[src/rtl/player1.sv]
// ============================================================================
// Module  : player1
// Brief   : Player-1 Morse-style code recorder (dot = 10, dash = 1110) that
//           holds the packed code with a valid flag for the player2 stage.
//           Optional undo stack enabled by defining PLAYER1_UNDO_EN.
// Rev     : 1.0  initial release
// ============================================================================
`default_nettype none

module player1 #(
    parameter int WIDTH    = 20,
    parameter int DASH_MIN = 2
) (
    input  logic             clock,
    input  logic             resetn,
    input  logic             user_input,
    input  logic             next_input,
    input  logic             done_input,
    output logic [WIDTH-1:0] value,
    output logic [4:0]       length,
    output logic             valid,
    output logic             overflow,
    output logic [17:0]      q
);

    localparam int         CNT_W    = (DASH_MIN < 2) ? 1 : $clog2(DASH_MIN + 1);
    localparam logic [5:0] c_WIDTH6 = 6'(WIDTH);

    localparam logic [1:0] S_RECORD = 2'd0;
    localparam logic [1:0] S_PRESS  = 2'd1;
    localparam logic [1:0] S_DONE   = 2'd2;

    // Key index: 0 = user, 1 = next, 2 = done
    logic [2:0] meta_q;
    logic [2:0] sync_q;
    logic [2:0] prev_q;
    logic [2:0] w_fall;
    logic [2:0] w_rise;

    logic [1:0]       state_q,    state_d;
    logic [WIDTH-1:0] value_q,    value_d;
    logic [4:0]       length_q,   length_d;
    logic             valid_q,    valid_d;
    logic             overflow_q, overflow_d;
    logic [CNT_W-1:0] cnt_q,      cnt_d;

    logic             w_dash;
    logic [4:0]       w_plen;
    logic [5:0]       w_sum;
    logic             w_fits;
    logic [WIDTH-1:0] w_pat;

    // Synchronizer flops reset to the "pressed" level so a key still held
    // when reset releases never presents a falling edge.
    always_ff @(posedge clock or negedge resetn) begin
        if (!resetn) begin
            meta_q <= '0;
            sync_q <= '0;
            prev_q <= '0;
        end else begin
            meta_q <= {done_input, next_input, user_input};
            sync_q <= meta_q;
            prev_q <= sync_q;
        end
    end

    assign w_fall = prev_q & ~sync_q;
    assign w_rise = ~prev_q & sync_q;

    assign w_dash = (cnt_q >= CNT_W'(DASH_MIN));
    assign w_plen = w_dash ? 5'd4 : 5'd2;
    assign w_sum  = {1'b0, length_q} + {1'b0, w_plen};
    assign w_fits = (w_sum <= c_WIDTH6);
    assign w_pat  = w_dash ? WIDTH'(4'b1110) : WIDTH'(2'b10);

`ifdef PLAYER1_UNDO_EN
    localparam int DEPTH = WIDTH / 2;

    // Bit 0 is the most recently appended symbol (1 = dash).
    logic [DEPTH-1:0] stack_q, stack_d;
    logic [4:0]       w_pop_len;

    assign w_pop_len = stack_q[0] ? 5'd4 : 5'd2;

    always_ff @(posedge clock or negedge resetn) begin
        if (!resetn) begin
            stack_q <= '0;
        end else begin
            stack_q <= stack_d;
        end
    end
`endif

    always_comb begin
        state_d    = state_q;
        value_d    = value_q;
        length_d   = length_q;
        valid_d    = valid_q;
        overflow_d = overflow_q;
        cnt_d      = cnt_q;
`ifdef PLAYER1_UNDO_EN
        stack_d    = stack_q;
`endif
        case (state_q)
            S_RECORD: begin
                if (w_fall[0]) begin
                    state_d = S_PRESS;
                    cnt_d   = CNT_W'(1);
                end else if (w_fall[2] && (length_q != 5'd0)) begin
                    state_d = S_DONE;
                    valid_d = 1'b1;
`ifdef PLAYER1_UNDO_EN
                end else if (w_fall[1] && (length_q != 5'd0)) begin
                    value_d    = value_q >> w_pop_len;
                    length_d   = length_q - w_pop_len;
                    overflow_d = 1'b0;
                    stack_d    = {1'b0, stack_q[DEPTH-1:1]};
`endif
                end
            end
            S_PRESS: begin
                if (w_rise[0]) begin
                    state_d = S_RECORD;
                    if (w_fits) begin
                        value_d  = (value_q << w_plen) | w_pat;
                        length_d = w_sum[4:0];
`ifdef PLAYER1_UNDO_EN
                        stack_d  = {stack_q[DEPTH-2:0], w_dash};
`endif
                    end else begin
                        overflow_d = 1'b1;
                    end
                end else if (!sync_q[0] && !w_dash) begin
                    cnt_d = cnt_q + CNT_W'(1);
                end
            end
            S_DONE: begin
                if (w_fall[1]) begin
                    state_d    = S_RECORD;
                    value_d    = '0;
                    length_d   = 5'd0;
                    valid_d    = 1'b0;
                    overflow_d = 1'b0;
`ifdef PLAYER1_UNDO_EN
                    stack_d    = '0;
`endif
                end
            end
            default: begin
                state_d = S_RECORD;
            end
        endcase
    end

    always_ff @(posedge clock or negedge resetn) begin
        if (!resetn) begin
            state_q    <= S_RECORD;
            value_q    <= '0;
            length_q   <= 5'd0;
            valid_q    <= 1'b0;
            overflow_q <= 1'b0;
            cnt_q      <= '0;
        end else begin
            state_q    <= state_d;
            value_q    <= value_d;
            length_q   <= length_d;
            valid_q    <= valid_d;
            overflow_q <= overflow_d;
            cnt_q      <= cnt_d;
        end
    end

    assign value    = value_q;
    assign length   = length_q;
    assign valid    = valid_q;
    assign overflow = overflow_q;

    generate
        if (WIDTH >= 18) begin : g_q_slice
            assign q = value_q[17:0];
        end else begin : g_q_pad
            assign q = {{(18 - WIDTH){1'b0}}, value_q};
        end
    endgenerate

endmodule

`default_nettype wire

[config.mk]
export PLATFORM = sky130hd
export DESIGN_NAME = player1
export DESIGN_NICKNAME = d
export VERILOG_FILES = /design/src/rtl/player1.sv
export SDC_FILE = /design/constraint.sdc
export NUM_CORES = 1
export LEC_CHECK = 0
export CAP_MARGIN = 20
export CORE_ASPECT_RATIO = 1.75
export CORE_MARGIN = 5
export CORE_UTILIZATION = 54
export CTS_CLUSTER_SIZE = 28
export DETAILED_ROUTE_END_ITERATION = 10
export GPL_TIMING_DRIVEN = 0
export PLACE_DENSITY = 0.85
export SETUP_SLACK_MARGIN = 0.5
export SLEW_MARGIN = 20
export SYNTH_ARGS = -nofsm -noshare
export SYNTH_HDL_FRONTEND = slang
export SYNTH_SLANG_ARGS = --single-unit
[constraint.sdc]
create_clock -name clock -period 4.5 [get_ports clock]
set_input_delay 0.9 -clock clock [delete_from_list [all_inputs] [get_ports clock]]
set_output_delay 0.9 -clock clock [all_outputs]
set_load 0.02 [all_outputs]
==> impl_metrics.ini, run 1 <==
[clock_network]
cts-root-buf = clkbuf_8
post_cts_buffers = 0
clk_latency_ns = 0.30
cts_resized = 0
clk_pin_slew_ns = 0.09
htree_num_levels = 2
numCtsBuffers = 5
clk_path_buf_depth = 2
tritoncts = yes
postCtsHoldBufs = 0
cts.sinks = 39

[timing]
relSlewSlack = 0.606
fin_skew_ns = 0.00906
finalSetupViolCount = 0
hold_viol_final = 0
fmax_mhz = 314
min_period_ns = 3.18
finalCritPeriodShare = 0.707
fin_setup_tns_ns = 0
worstMarginPinSlew_ns = 0.576
finalMaxSlewViolations = 0
rsz0062_at_grt = no

[worst_setup_path]
worstPathCellList = clkbuf_1 > inv_1 > ha_1 > fa_1 > a21bo_2 > a21oi_2 > o31ai_4 > buf_4 > o2bb2ai_2
crit_arrival_ns = 3.36
start_kind = flop
max_stage_delay_ns = 0.51
end_kind = flop
ff2ff_path_depth = 9
r2r-start = cnt_q[1]
crit_slowest_cell = fa_1
path_class = reg -> reg
required_ns = 4.68
crit_fanout = 10
r2r-end = value[14]
r2r_slack_ns = 1.32

[placed_design]
place.gp.congestion = 0.813
placed_area_um2 = 2840
portBuffers = 48
dp_hpwl_um = 3670

[detailed_routing]
routed-via-count = 1760
viasPerCell = 5.68
routed_wl_um = 5060
drt_iter0_drc = 58
drc = 0
dr.pass1.iters = 7
postRouteAntennaNets = 0
wire_per_inst_um = 16.3

[yosys]
yosys.area.top_type = dfrtp_1
syn-cell-area_um2 = 2270
yosys.area_share.simple = 0.111
synth_cells = 204
syn_avg_cell_area_um2 = 11.2
synth_top_family_by_area = compound AO/OA/AOI/OAI gates
ys_ff_latch = 39
yosysSeqAreaShare = 0.429
ys_types = 47
muxShareOfSynthArea = 0.0897
synthDominantCellAreaShare = 0.429
syn_nets = 213
synth.area.top_cells = dfrtp_1 (43%), mux2i_1 (7.5%), buf_4 (6.9%)
ys.flop_type = dfrtp_1
synth_compound_area_frac = 0.221
synth_async_sr_flop_share = 1.00
synth_edf_count = 0
yosys_warnings = 0
synth_xor_area_frac = 0
synth_fa_ha_area_frac = 0.0253

[global_route]
grt_max_degree = 25
grt_overflow_total = 0
track_usage = 0.209
antenna_found_initial = 0
grt_first_pass_wirelength_um = 8910
grt_pass1_vias = 1896

[hold_path]
min_to = sync_q[2]
hold_start = meta_q[2]
worstHoldPathCells = 0
hold_class = reg -> reg

[final_layout]
area_growth_pct = 29.9
antenna_cells = 0
layout_common_cells = clkdlybuf4s50_1 (47), dfrtp_1 (39), buf_4 (21)
final_area_um2 = 2960
num-nets-final = 269
drive_gt1_frac = 0.249
final_common_cell = clkdlybuf4s50_1
fillers = 315

[power]
p_leak_uw = 0.00126
ir_worst_vdd_v = 0.000435
powerDensity_nw_per_um2 = 743

[floorplan]
die-area_um2 = 5660
die_y_um = 95.9
dieWidth_um = 59.1
initial_core_util = 0.553
core_area_um2 = 4110
boundaryPins = 50
std_cell_rows = 31

[run_status]
status = finished, final reports clean

[run]
drv_cap = 0
## layer usage
metal  track usage  wire, µm
met5             0         0
met4         0.108       147
met3        0.0443       223
met2         0.363      2750
met1         0.236      1930
## registers in the layout, summed over array words and instances (netlist names)
register	count
cnt_q	2
length	4
meta_q	3
overflow	1
prev_q	3
state_q	2
sync_q	3
valid	1
value	20
## worst max-delay path by stage
stage	from	to
final	cnt_q[1]	value[14]
after detailed placement	cnt_q[1]	value[17]
after CTS	cnt_q[1]	value[14]
after floorplan	cnt_q[1]	length[1]
after global placement	cnt_q[1]	value[12]
after global routing	cnt_q[1]	value[16]
## critical path, delay by kind of cell (launching register included)
family	cells	cell delay, ns
compound gates	4	0.92
buf+inv	3	0.88
fa+ha+maj	2	0.76
flops	1	0.49
## cell usage after synthesis (2+ instances only)
master,number
nor2_1,16
buf_6,4
a21oi_1,20
o21ai_0,5
a21bo_2,2
ha_1,3
a21o_2,2
clkbuf_1,2
nand2_1,7
nor3_1,3
nand2b_1,2
and2b_1,2
o2bb2ai_2,10
mux2_2,3
nor2b_1,4
buf_4,21
mux2i_1,17
inv_1,6
dfrtp_1,39
o2bb2ai_1,8
o22ai_1,2
## cell type report
class / instances / area, µm² / area share
Inverter: 6 / 22.5 / 0.00762
Buffer: 31 / 256 / 0.0868
Clock buffer: 5 / 68.8 / 0.0233
Multi-Input combinational cell: 128 / 1020 / 0.345
Timing Repair Buffer: 49 / 503 / 0.170
Clock inverter: 3 / 47.5 / 0.0161
Sequential cell: 39 / 976 / 0.330
Tap cell: 49 / 61.3 / 0.0207
## through the flow
stage	utilization	setup WS, ns	power (µW)	hold WS [ns]	instances
2_1_floorplan	-	1.77	1440	0.331	204
5_1_grt	0.719	1.07	2350	0.377	310
3_3_place_gp	0.685	1.38	1870	0.332	301
6_report	0.719	1.32	2190	0.366	310
3_5_place_dp	0.691	1.32	1890	0.343	302
4_1_cts	0.719	1.30	2210	0.364	310
## logic make-up (layout without fill, tap and decap cells)
| family | Yosys count | after routing |
|---|---|---|
| other | 1 | 1 |
| multiplexers | 20 | 20 |
| AND/OR/NAND/NOR | 45 | 45 |
| flip-flops | 39 | 39 |
| AO/OA/AOI/OAI | 58 | 58 |
| buffers and inverters | 37 | 94 |
| adder cells (fa/ha/maj) | 4 | 4 |
## power breakdown
group          total (µW)  internal (µW)  switching [µW]
combinational        1290            656             631
clock                 303            168             135
sequential            605            459             146
total                2190           1280             911
Power figures use the tool's default switching activity.
==> run 2: changes to the inputs <==
--- a/config.mk
+++ b/config.mk
@@ -8,11 +8,11 @@
 export CAP_MARGIN = 20
 export CORE_ASPECT_RATIO = 1.75
 export CORE_MARGIN = 5
-export CORE_UTILIZATION = 54
+export CORE_UTILIZATION = 46
 export CTS_CLUSTER_SIZE = 28
 export DETAILED_ROUTE_END_ITERATION = 10
 export GPL_TIMING_DRIVEN = 0
-export PLACE_DENSITY = 0.85
+export PLACE_DENSITY = 0.77
 export SETUP_SLACK_MARGIN = 0.5
 export SLEW_MARGIN = 20
 export SYNTH_ARGS = -nofsm -noshare
==> constraint.sdc (replaced) <==
create_clock -name clock -period 2.8 [get_ports clock]
set_input_delay 0.56 -clock clock [delete_from_list [all_inputs] [get_ports clock]]
set_output_delay 0.56 -clock clock [all_outputs]
set_load 0.02 [all_outputs]
==> run 2 against run 1 <==
Sequential share of layout area is 2.0 points lower. Global-route usage is 4.4 points lower. Die area is 15% higher. Fmax is 38% higher. Worst hold slack worse by 0.23 ns. Register-to-register slack worse by 0.83 ns. Critical endpoint is now value[0]. Highest routed layer unchanged.
==> impl_metrics.ini, run 2 (same netlist as run 1, synthesis figures left out) <==
[clock_network]
clk_pin_slew_ns = 0.08
htree_num_levels = 2
postCtsHoldBufs = 0
numCtsBuffers = 5
clk_path_buf_depth = 2
clk_latency_ns = 0.29
cts.sinks = 39
cts-root-buf = clkbuf_8
tritoncts = yes

[timing]
hold_slack_ns = 0.132
finalMaxSlewViolations = 0
relSlewSlack = 0.564
fin_setup_tns_ns = 0
hold_viol_final = 0
fin_skew_ns = 0.00367
finalSetupViolCount = 0
rsz0062_at_grt = yes
worstMarginPinSlew_ns = 0.637
finalCritPeriodShare = 0.824
min_period_ns = 2.31
fmax_mhz = 433

[detailed_routing]
routed-via-count = 1789
dr.pass1.iters = 4
wire_per_inst_um = 16.5
drc = 0
postRouteAntennaNets = 0
routed_wl_um = 5330
drt_iter0_drc = 44
viasPerCell = 5.52

[floorplan]
dieWidth_um = 63.2
die-area_um2 = 6510
std_cell_rows = 34
core_area_um2 = 4890
boundaryPins = 50
initial_core_util = 0.465
die_y_um = 103

[final_layout]
layout_common_cells = clkdlybuf4s50_1 (47), dfrtp_1 (38), buf_4 (27)
drive_gt1_frac = 0.315
area_growth_pct = 38.6
fillers = 363
ff_latch_area_um2 = 977
antenna_cells = 0
largest_register_ffs = 20
final_common_cell = clkdlybuf4s50_1
multi_input_area_um2 = 1100
num-nets-final = 279

[placed_design]
place.gp.congestion = 0.798
portBuffers = 48
dp_hpwl_um = 3650

[global_route]
grt_overflow_total = 0
track_usage = 0.166
grt_max_degree = 30
grt_first_pass_wirelength_um = 8740
antenna_found_initial = 0
grt_pass1_vias = 1959

[worst_setup_path]
crit_fanout = 6
crit_arrival_ns = 2.55
end_kind = flop
crit_slowest_cell = fa_2
crit_buf_inv = 4
critPathTopFamily = adder cells
max_stage_delay_ns = 0.55
required_ns = 3.04
worstPathCellList = buf_8 > inv_8 > ha_4 > fa_2 > nand2_1 > a311o_1 > o21bai_4 > buf_6 > buf_12 > and2_4
path_class = reg -> reg
start_kind = flop

[run_status]
status = finished, final reports clean

[power]
ir_worst_vdd_v = 0.000707
p_leak_uw = 0.00133
powerDensity_nw_per_um2 = 1180

[run]
drv_cap = 0

[hold_path]
hold_class = in -> async
-- run 2: worst paths after layout --
| check | from | endpoint | slack [ns] | cells past startpoint |
|---|---|---|---|---|
| max | cnt_q[1] | value[0] | 0.49 | 10 |
| min | resetn | value[9] | 0.13 | 1 |
| max reg2reg | cnt_q[1] | value[0] | 0.49 | 10 |
| min reg2reg | meta_q[1] | sync_q[1] | 0.36 | 0 |
| max in group asynchronous | resetn | cnt_q[1] | 2.22 | 2 |
| min in group clock | meta_q[1] | sync_q[1] | 0.36 | 0 |
-- run 2: cell type report --
class / count / area share
plain buffers: 31 / 0.0861
clock buffers: 5 / 0.0218
clock inverters: 2 / 0.0119
inverters: 6 / 0.00952
multi-input cells: 128 / 0.348
flip-flops and latches: 39 / 0.310
well taps: 54 / 0.0214
repair buffers: 59 / 0.192
-- run 2: metal layers --
layer / vias to the layer above / part of all wire / global-route usage
li1: 837 / - / -
met1: 879 / 0.37 / 0.184
met3: 15 / 0.040 / 0.0251
met2: 58 / 0.56 / 0.304
met4: 0 / 0.024 / 0.0817
met5: - / 0 / 0
-- run 2: timing repair --
action                                 4_1_cts  5_1_grt
endpoints found under the hold margin        0        0
pin swaps                                    4        0
setup buffers                                7        2
gates resized for setup                      2       11
gates cloned                                 0        1
setup endpoints to repair                   23       21
-- run 2: worst reg2reg max path: cells and delay by family, from the launching register on --
kind | cells | cell delay (ns)
buf+inv | 4 | 0.45
compound gates | 2 | 0.51
simple gates | 2 | 0.20
fa+ha+maj | 2 | 0.70
flops | 1 | 0.39
-- run 2: metrics by stage --
step | cell area, µm² | std cells | power [µW] | util | setup slack, ns
2_1_floorplan | 2310 | 204 | 2360 | - | 0.392
6_report | 3150 | 324 | 3730 | 0.645 | 0.492
3_5_place_dp | 2870 | 307 | 3090 | 0.587 | 0.164
4_1_cts | 3050 | 321 | 3630 | 0.623 | 0.484
3_3_place_gp | 2860 | 306 | 3070 | 0.584 | 0.0635
5_1_grt | 3150 | 324 | 3960 | 0.645 | 0.428
-- run 2: report_power, final --
part	switching (µW)	internal, µW	total, µW	leakage [µW]
sequential	239	738	977	0.000493
combinational	1090	1200	2290	0.000787
clock	211	261	471	0.0000502
total	1540	2200	3730	0.00133
==> run 3: changes to the inputs <==
==> constraint.sdc (replaced) <==
create_clock -name clock -period 2 [get_ports clock]
set_input_delay 0.4 -clock clock [delete_from_list [all_inputs] [get_ports clock]]
set_output_delay 0.4 -clock clock [all_outputs]
set_load 0.02 [all_outputs]
==> run 3 against run 2 <==
The flow now finishes with violations (setup timing). Worst hold slack worse by 0.086 ns. Combinational power up 66%. Count of clock-buffer cells in the layout is 1 higher. Register-to-register slack lost 0.86 ns. Non-clock buffer count rose by 32. Critical path depth decreased by 1. Die area unchanged. Power grew 58%. Sequential power increased by 35%. Critical path type unchanged. Largest cell class unchanged.
==> impl_metrics.ini, run 3 (same netlist as run 1, synthesis figures left out) <==
[run_status]
status = finished with violations
violations = setup timing

[global_route]
use_met3 = 0.0393
grt_pass1_vias = 2054
grt_max_degree = 22
track_usage = 0.189
grt_first_pass_wirelength_um = 9770
met2_usage = 0.341
grt_overflow_total = 0
grtUsageMet1 = 0.210
grt.busiest_layer = met2
antenna_found_initial = 0

[worst_setup_path]
path_class = reg -> reg
r2r-start = cnt_q[1]
critPathTopFamily = adder cells
end_kind = flop
crit_slowest_cell = fa_2
start_kind = flop
max_stage_delay_ns = 0.55
required_ns = 2.17
crit_buf_inv = 3
crit_fanout = 4
worstPathCellList = buf_8 > inv_6 > ha_4 > fa_2 > nand2_2 > a311o_1 > o21bai_4 > buf_6 > mux2_4
startpoint = cnt_q[1]
crit_arrival_ns = 2.54

[clock_network]
numCtsBuffers = 5
clk_path_buf_depth = 2
clk_latency_ns = 0.29
clk_pin_slew_ns = 0.08
cts-root-buf = clkbuf_8
cts.sinks = 39
htree_num_levels = 2
tritoncts = yes

[detailed_routing]
wire_per_inst_um = 17.4
dr.pass1.iters = 4
routed_wl_um = 6210
viasPerCell = 5.47
postRouteAntennaNets = 0
routed-via-count = 1952
drt_iter0_drc = 63
drc = 0

[floorplan]
initial_core_util = 0.465
std_cell_rows = 34
die-area_um2 = 6510
boundaryPins = 50
core_area_um2 = 4890
die_y_um = 103
dieWidth_um = 63.2

[final_layout]
layout_common_cells = buf_4 (47), dfrtp_1 (30), buf_6 (19), a21oi_1 (19)
drive_gt1_frac = 0.502
largest_register_ffs = 20
final_common_cell = buf_4
area_growth_pct = 54.7
num-nets-final = 311
antenna_cells = 0

[timing]
finalSetupViolCount = 24
finalMaxSlewViolations = 0
hold_viol_final = 0
fin_skew_ns = 0.00898
finalCritPeriodShare = 1.18
rsz0062_at_grt = yes
hold_slack_ns = 0.0462
fmax_mhz = 423
setup_slack_ns = -0.366
min_period_ns = 2.37

[power]
p_leak_uw = 0.00163
ir_worst_vdd_v = 0.00128
powerDensity_nw_per_um2 = 1670

[placed_design]
portBuffers = 48
place.gp.congestion = 0.788
pre_cts_ws_ns = -0.690
dp_hpwl_um = 3730

[hold_path]
hold_class = in -> async

[run]
drv_cap = 0
[run 3: layer usage]
layer / wire (µm) / vias to the layer above / share of wire
met3: 283 / 17 / 0.046
met1: 2350 / 956 / 0.38
li1: - / 911 / -
met4: 209 / 0 / 0.034
met2: 3370 / 68 / 0.54
met5: 0 / - / 0
[run 3: per-stage QoR]
| step | util | TNS (ns) | power, µW | std cells | instance area [µm²] |
|---|---|---|---|---|---|
| final | 0.719 | -7.18 | 5890 | 357 | 3520 |
| after global routing | 0.719 | -8.51 | 6220 | 357 | 3520 |
| after CTS | 0.695 | -6.70 | 5610 | 345 | 3400 |
| after detailed placement | 0.597 | -14.41 | 4450 | 307 | 2920 |
| after global placement | 0.593 | -31.15 | 4390 | 306 | 2900 |
| after floorplan | - | -8.22 | 3400 | 204 | 2350 |
[run 3: worst register-to-register path, cell delays in order (launching register included)]
cell      delay (ns)
dfrtp_2         0.39
buf_8           0.11
inv_6           0.03
ha_4            0.15
fa_2            0.55
nand2_2         0.07
a311o_1         0.31
o21bai_4        0.22
buf_6           0.14
mux2_4          0.28
[run 3: path summary, 6_finish.rpt]
path,slack [ns],end,cells past startpoint
worst max-delay path,-0.37,value[3],9
worst min-delay path,0.05,sync_q[1],1
worst max register to register,-0.37,value[3],9
worst min register to register,0.35,sync_q[2],0
max in group asynchronous,1.47,value[10],2
min in group clock,0.35,sync_q[2],0
[run 3: report_power, final]
part	internal, µW	leakage [µW]	switching [µW]
clock network	499	0.0000654	278
registers	1050	0.000481	273
logic	1960	0.00109	1830
[run 3: what timing repair did]
action | in CTS | in global routing
resized for setup | 115 | 27
hold buffers | 0 | 0
pin swaps | 7 | 12
gates cloned | 2 | 0
setup buffers | 28 | 12
endpoints found under the setup margin | 71 | 49
[run 3: cell type report]
type,instances,area (µm²)
clock inverters,2,60.1
fillers,316,1370
plain buffers,31,283
clock buffers,6,72.6
well taps,54,67.6
inverters,6,27.5
multi-input cells,128,1150
repair buffers,91,868
flip-flops and latches,39,987
